### src/rtl/ex_mem_pipe.sv
// ex_mem_pipe: EX-stage decode (ALU control, redirect, forwarding) feeding an EX/MEM buffer with optional 2-entry skid.
module ex_mem_pipe #(
  parameter int XLEN = 32,
  parameter int RW   = 5,
  parameter int SKID = 1
) (
  input  logic            clk,
  input  logic            reset,
  input  logic            in_valid,
  output logic            in_ready,
  input  logic [XLEN-1:0] pc,
  input  logic [XLEN-1:0] imm,
  input  logic [XLEN-1:0] rvout,
  input  logic [XLEN-1:0] rv2,
  input  logic [5:0]      op,
  input  logic [1:0]      itype,
  input  logic [2:0]      sub_op,
  input  logic [RW-1:0]   rd,
  input  logic            is_load,
  input  logic            is_store,
  input  logic            is_nop,
  input  logic            flush,
  output logic [5:0]      alu_op,
  output logic            redir_valid,
  output logic [XLEN-1:0] redir_pc,
  output logic            fwd_rwe,
  output logic [RW-1:0]   fwd_rd,
  output logic [XLEN-1:0] fwd_wdata,
  output logic            out_valid,
  input  logic            out_ready,
  output logic [2:0]      out_sub_op,
  output logic [XLEN-1:0] out_daddr,
  output logic [XLEN-1:0] out_wdata,
  output logic [RW-1:0]   out_rd,
  output logic [XLEN-1:0] out_rv2,
  output logic            out_rwe,
  output logic            out_load,
  output logic            out_store
);
  typedef struct packed {
    logic [2:0]      sub_op;
    logic [XLEN-1:0] daddr;
    logic [XLEN-1:0] wdata;
    logic [RW-1:0]   rd;
    logic [XLEN-1:0] rv2;
    logic            rwe;
    logic            load;
    logic            store;
  } beat_t;
  beat_t head, skid, nb;
  logic hv, sv, acc, drain, v, rwe, taken;
  logic [XLEN-1:0] wdata, daddr, tgt;
  always_comb begin
    v = in_valid && !is_nop;
    alu_op = '0;
    rwe = 1'b0;
    wdata = '0;
    daddr = '0;
    taken = 1'b0;
    tgt = pc + imm;
    if (v) begin
      case (itype)
        2'b00: begin
          alu_op = op;
          rwe = 1'b1;
          wdata = rvout;
        end
        2'b01: begin
          alu_op = 6'b001000;
          daddr = rvout;
        end
        2'b10: begin
          alu_op = sub_op[2:1] == 2'b00 ? 6'b111000 : sub_op[2:1] == 2'b10 ? 6'b101010 :
                   sub_op[2:1] == 2'b11 ? 6'b101011 : 6'b0;
          taken = sub_op[2:1] == 2'b00 ? ((rvout == '0) ^ sub_op[0]) : (sub_op[2] && (rvout[0] ^ sub_op[0]));
        end
        default: begin
          rwe = 1'b1;
          alu_op = sub_op == 3'b100 ? 6'b001000 : 6'b0;
          taken = sub_op[2:1] == 2'b10;
          wdata = taken ? pc + XLEN'(4) : sub_op == 3'b010 ? pc + imm : sub_op == 3'b110 ? imm : '0;
          tgt = sub_op == 3'b100 ? {rvout[XLEN-1:1], 1'b0} : pc + imm;
        end
      endcase
    end
  end
  assign in_ready    = !reset && (SKID != 0 ? !sv : (!hv || out_ready));
  assign acc         = in_valid && in_ready && !flush;
  assign drain       = hv && out_ready;
  assign redir_valid = taken && in_ready && !flush;
  assign redir_pc    = tgt;
  assign fwd_rwe     = rwe && rd != '0;
  assign fwd_rd      = rd;
  assign fwd_wdata   = wdata;
  assign nb = '{sub_op: sub_op, daddr: daddr, wdata: wdata, rd: is_nop ? '0 : rd, rv2: rv2,
                rwe: rwe, load: is_load && !is_nop, store: is_store && !is_nop};
  // the skid slot only fills while head is stalled, so FIFO order holds by construction
  always_ff @(posedge clk or posedge reset) begin
    if (reset) begin
      hv <= 1'b0;
      sv <= 1'b0;
      head <= '0;
      skid <= '0;
    end else if (flush) begin
      hv <= 1'b0;
      sv <= 1'b0;
    end else if (sv) begin
      if (drain) begin
        head <= skid;
        sv <= 1'b0;
      end
    end else if (acc) begin
      if (!hv || drain) begin
        head <= nb;
        hv <= 1'b1;
      end else begin
        skid <= nb;
        sv <= 1'b1;
      end
    end else if (drain) begin
      hv <= 1'b0;
    end
  end
  assign out_valid  = hv;
  assign out_sub_op = head.sub_op;
  assign out_daddr  = head.daddr;
  assign out_wdata  = head.wdata;
  assign out_rd     = head.rd;
  assign out_rv2    = head.rv2;
  assign out_rwe    = hv && head.rwe;
  assign out_load   = hv && head.load;
  assign out_store  = hv && head.store;
endmodule

### config.mk
export PLATFORM = sky130hd
export DESIGN_NAME = ex_mem_pipe
export DESIGN_NICKNAME = d
export VERILOG_FILES = /design/src/rtl/ex_mem_pipe.sv
export SDC_FILE = /design/constraint.sdc
export NUM_CORES = 1
export LEC_CHECK = 0
export BUFFER_PORTS_ARGS = -buffer_cell sky130_fd_sc_hd__buf_2
export CAP_MARGIN = 10
export CORE_AREA = 2 2 215 217
export DETAILED_ROUTE_END_ITERATION = 6
export DIE_AREA = 0 0 217 219
export GPL_TIMING_DRIVEN = 0
export PLACE_DENSITY = 0.55
export SLEW_MARGIN = 20
export SYNTH_ARGS = -nofsm -noshare
export SYNTH_HDL_FRONTEND = slang
export SYNTH_SLANG_ARGS = --single-unit
### constraint.sdc
create_clock -name clk -period 6.8 [get_ports clk]
set_input_delay 1.36 -clock clk [delete_from_list [all_inputs] [get_ports clk]]
set_output_delay 1.36 -clock clk [all_outputs]
set_load 0.01 [all_outputs]
==> flow_summary_export.csv <==
group,metric,value,unit
timing,slew_violations,0,
yosys,synth-main-ff-cell,"dfrtp_1",
layout,regArea,5410,um^2
critical_path,cp_top_family,"compound AO/OA/AOI/OAI gates",
layout,nFillCells,4778,
global_route,antenna_found_initial,8,
routing,wl_per_cell,22.3,um
global_route,overflow,0,
yosys,yosysWarningCount,0,
yosys,synthTopCellsByArea,"dfrtp_1 (38%), nand2_1 (9.1%), buf_4 (7.4%)",
clock_tree,cts_tree,"yes",
routing,wirelength,60000,um
clock_tree,htreeDepth,1,
clock_tree,worst_skew_pair.late_latency,0.57,ns
clock_tree,cts_buffers,25,
run_status,status,"complete, no violations",
critical_path,crit_chain,"buf_2 -> ha_1 -> fa_1 -> a211oi_2 -> nor4_1 -> nor2_1 -> a21oi_4 -> a21oi_2 -> xnor2_1 -> o21ai_0 -> inv_1 -> buf_4 -> buf_2",
routing,viasPerCell,5.13,
critical_path,cp-start-kind,"input pin",
yosys,synth_edf_count,0,
floorplanning,die_w,217,um
place,io_buffers,335,
timing,rsz0062_at_grt,"no",
layout,area_growth,24.2,%
pwr,p_int,0.00262,W
floorplanning,rows,78,
pwr,p_leak,8.63,nW
routing,ant_nets,0,
yosys,synth-seq-cells,216,
yosys,synth_top_area_share,37.9,%
critical_path,worstPathMaxFanout,6,
floorplanning,die_h,219,um
timing,maxSlewHeadroom,28.4,%
place,gp_congestion,0.966,
clock_tree,cts.clk_slew.worst_paths,0.06,ns
floorplanning,io_pins,338,
routing,drc_errors,0,
critical_path,crit_slowest_cell,"o21ai_0",
routing,vias,13809,
floorplanning,start_util,31.6,%
routing,drt-pass1-iter-count,6,
layout,fin_cells,2694,
pwr,pwr-share-seq,38.0,%
layout,nNetsFinal,2257,
clock_tree,clock-sinks,216,
pwr,vdd.ir_drop.worst,0.152,mV
critical_path,cp_num_buf_inv,4,
critical_path,crit_arrival,4.77,ns
timing,max_freq,163,MHz
yosys,synthesis.area,14300,um^2
timing,setup_viol,0,
yosys,synthArstFlopShare,100,%
run,max_cap_violations,0,
yosys,synthesis.nets,1888,
timing,finalHoldViolCount,0,
yosys,synth_largest_area_cell,"dfrtp_1",
global_route,track_usage,24.5,%
layout,layout_commonest_cell,"nand2_1",
layout,multi_input_area,7290,um^2
clock_tree,clock_path_buffers,3,
critical_path,endpoint_kind,"output port",
timing,tns,0,ns
place,dp.cells,2641,
yosys,avgSynthCellArea,8.39,um^2
min_path,min_path_type,"flop to flop",
clock_tree,cts_resized,0,
floorplanning,coreArea,45100,um^2
global_route,grt_pass1_wl,86900,um
pwr,p_sw,0.00118,W
clock_tree,hold_buffers,0,
pwr,p_clk_share,37.0,%
critical_path,criticalPathCategory,"input pin to output port",
routing,drt_iter0_drc,1119,
place,dp_hpwl,48500,um
layout,drive_gt1_share,29.3,%
timing,min_period,6.13,ns
yosys,netlist_instances,1699,
timing,worstMarginPinSlew,1.07,ns
yosys,synth.distinct_cells,83,
pwr,combPwrFrac,25.0,%
critical_path,critPathRequiredTime,5.44,ns
yosys,ys_seq_area_share,37.9,%
pwr,swShare,31.1,%
pwr,cellPowerDensity,215,nW/um^2
global_route,grt_max_degree,34,
layout,fin_area,17700,um^2
floorplanning,dieArea,47500,um^2
critical_path,cpMostUsedCell,"buf_2",
place,dpl_cell_area,16800,um^2
clock_tree,postCtsSetupBuffers,0,
critical_path,max_stage_delay,0.69,ns
layout,mostFrequentLayoutCells,"nand2_1 (344), buf_2 (343), dfrtp_1 (216)",
clock_tree,root_buffer,"clkbuf_16",
timing,finClkSkew,0.0370,ns
timing,fin_crit_sh,90.1,%
global_route,grt_pass1_vias,13413,
==> sequential cells by signal, summed over array words and instances, names as in the netlist <==
name / count
out_wdata: 32
out_valid: 1
sv: 1
head: 3
out_daddr: 32
out_rv2: 32
out_sub_op: 3
out_rd: 5
skid: 107
==> power groups by stage <==
stage          clock network (W)  logic [W]  registers, W
2_1_floorplan                  0   0.000563       0.00145
3_3_place_gp                   0   0.000929       0.00146
3_5_place_dp                   0   0.000940       0.00147
4_1_cts                  0.00144   0.000944       0.00144
5_1_grt                  0.00149    0.00102       0.00146
6_report                 0.00141   0.000949       0.00144
==> synthesized netlist by cell type (6+ instances only) <==
master,n
clkbuf_1,80
a221o_1,10
nor3_1,10
buf_4,141
a21o_1,17
a31oi_1,7
o21bai_1,7
mux2i_1,49
o21ai_0,187
o21a_1,6
and3_1,19
buf_2,8
ha_1,36
nand3_1,26
nor2_1,105
dfrtp_1,216
inv_1,30
mux2_2,49
o31ai_1,10
xor2_1,22
nand2b_1,14
a22oi_1,12
a211oi_1,10
and2_1,13
o211ai_1,8
or3_1,7
xnor2_1,33
buf_1,10
nand2_1,344
a21oi_1,102
nand4_1,14
nor4_1,11
==> stage by stage <==
step           worst slack (ns)  hold slack, ns  util [%]  power, W
5_1_grt                   0.526           0.490      39.3   0.00396
4_1_cts                   0.724           0.466      39.2   0.00383
3_3_place_gp              0.689           0.449      37.0   0.00239
3_5_place_dp              0.732           0.453      37.3   0.00241
2_1_floorplan              1.82           0.431         -   0.00201
6_report                  0.672           0.465      39.3   0.00380
==> path summary, 6_finish.rpt <==
kind | endpoint | depth (start not counted) | slack (ns) | start
worst max-delay path | fwd_wdata[22] | 13 | 0.67 | pc[0]
worst min-delay path | head[0] | 2 | 0.47 | head[0]
worst max register to register | out_daddr[22] | 9 | 3.23 | sv
worst min register to register | head[0] | 2 | 0.47 | head[0]
max in group asynchronous | out_wdata[19] | 4 | 5.04 | reset
min in group asynchronous | skid[65] | 2 | 0.91 | reset
==> tightest hold or removal path, cell delays in order (launching register included) <==
cell and delay, ns:
dfrtp_1 0.34, nand2_1 0.05, nand2_1 0.05
==> layer usage <==
layer  wire (um)  part of all wire, %  up-vias  track usage, %
li1            -                    -     6505               -
met1       26300                   44     6671            33.0
met2       28000                   47      549            40.3
met3        3670                  6.1       84            3.15
met4        2040                  3.4        0            9.04
met5           0                    0        -               0
==> layout make-up <==
class | instances | share of cell area, %
multi-input combinational | 1213 | 41.2
sequential | 216 | 30.5
buffer | 240 | 8.15
antenna | 8 | 0.113
clock inverter | 9 | 0.643
inverter | 30 | 0.657
clock buffer | 36 | 4.16
timing repair buffer | 342 | 10.3
tap | 600 | 4.24
==> logic make-up (layout without fill, tap and decap cells) <==
| family | count (synthesis) | count (layout) | synth area share [%] |
|---|---|---|---|
| adder cells (fa/ha/maj) | 37 | 37 | 3.30 |
| buffers and inverters | 270 | 657 | 10.9 |
| XOR/XNOR | 55 | 55 | 3.38 |
| multiplexers | 100 | 100 | 7.47 |
| AND/OR/NAND/NOR | 589 | 589 | 18.1 |
| AO/OA/AOI/OAI | 432 | 432 | 18.9 |
| flip-flops | 216 | 216 | 37.9 |
| other | 0 | 8 | 0 |
Power figures use the tool's default switching activity.
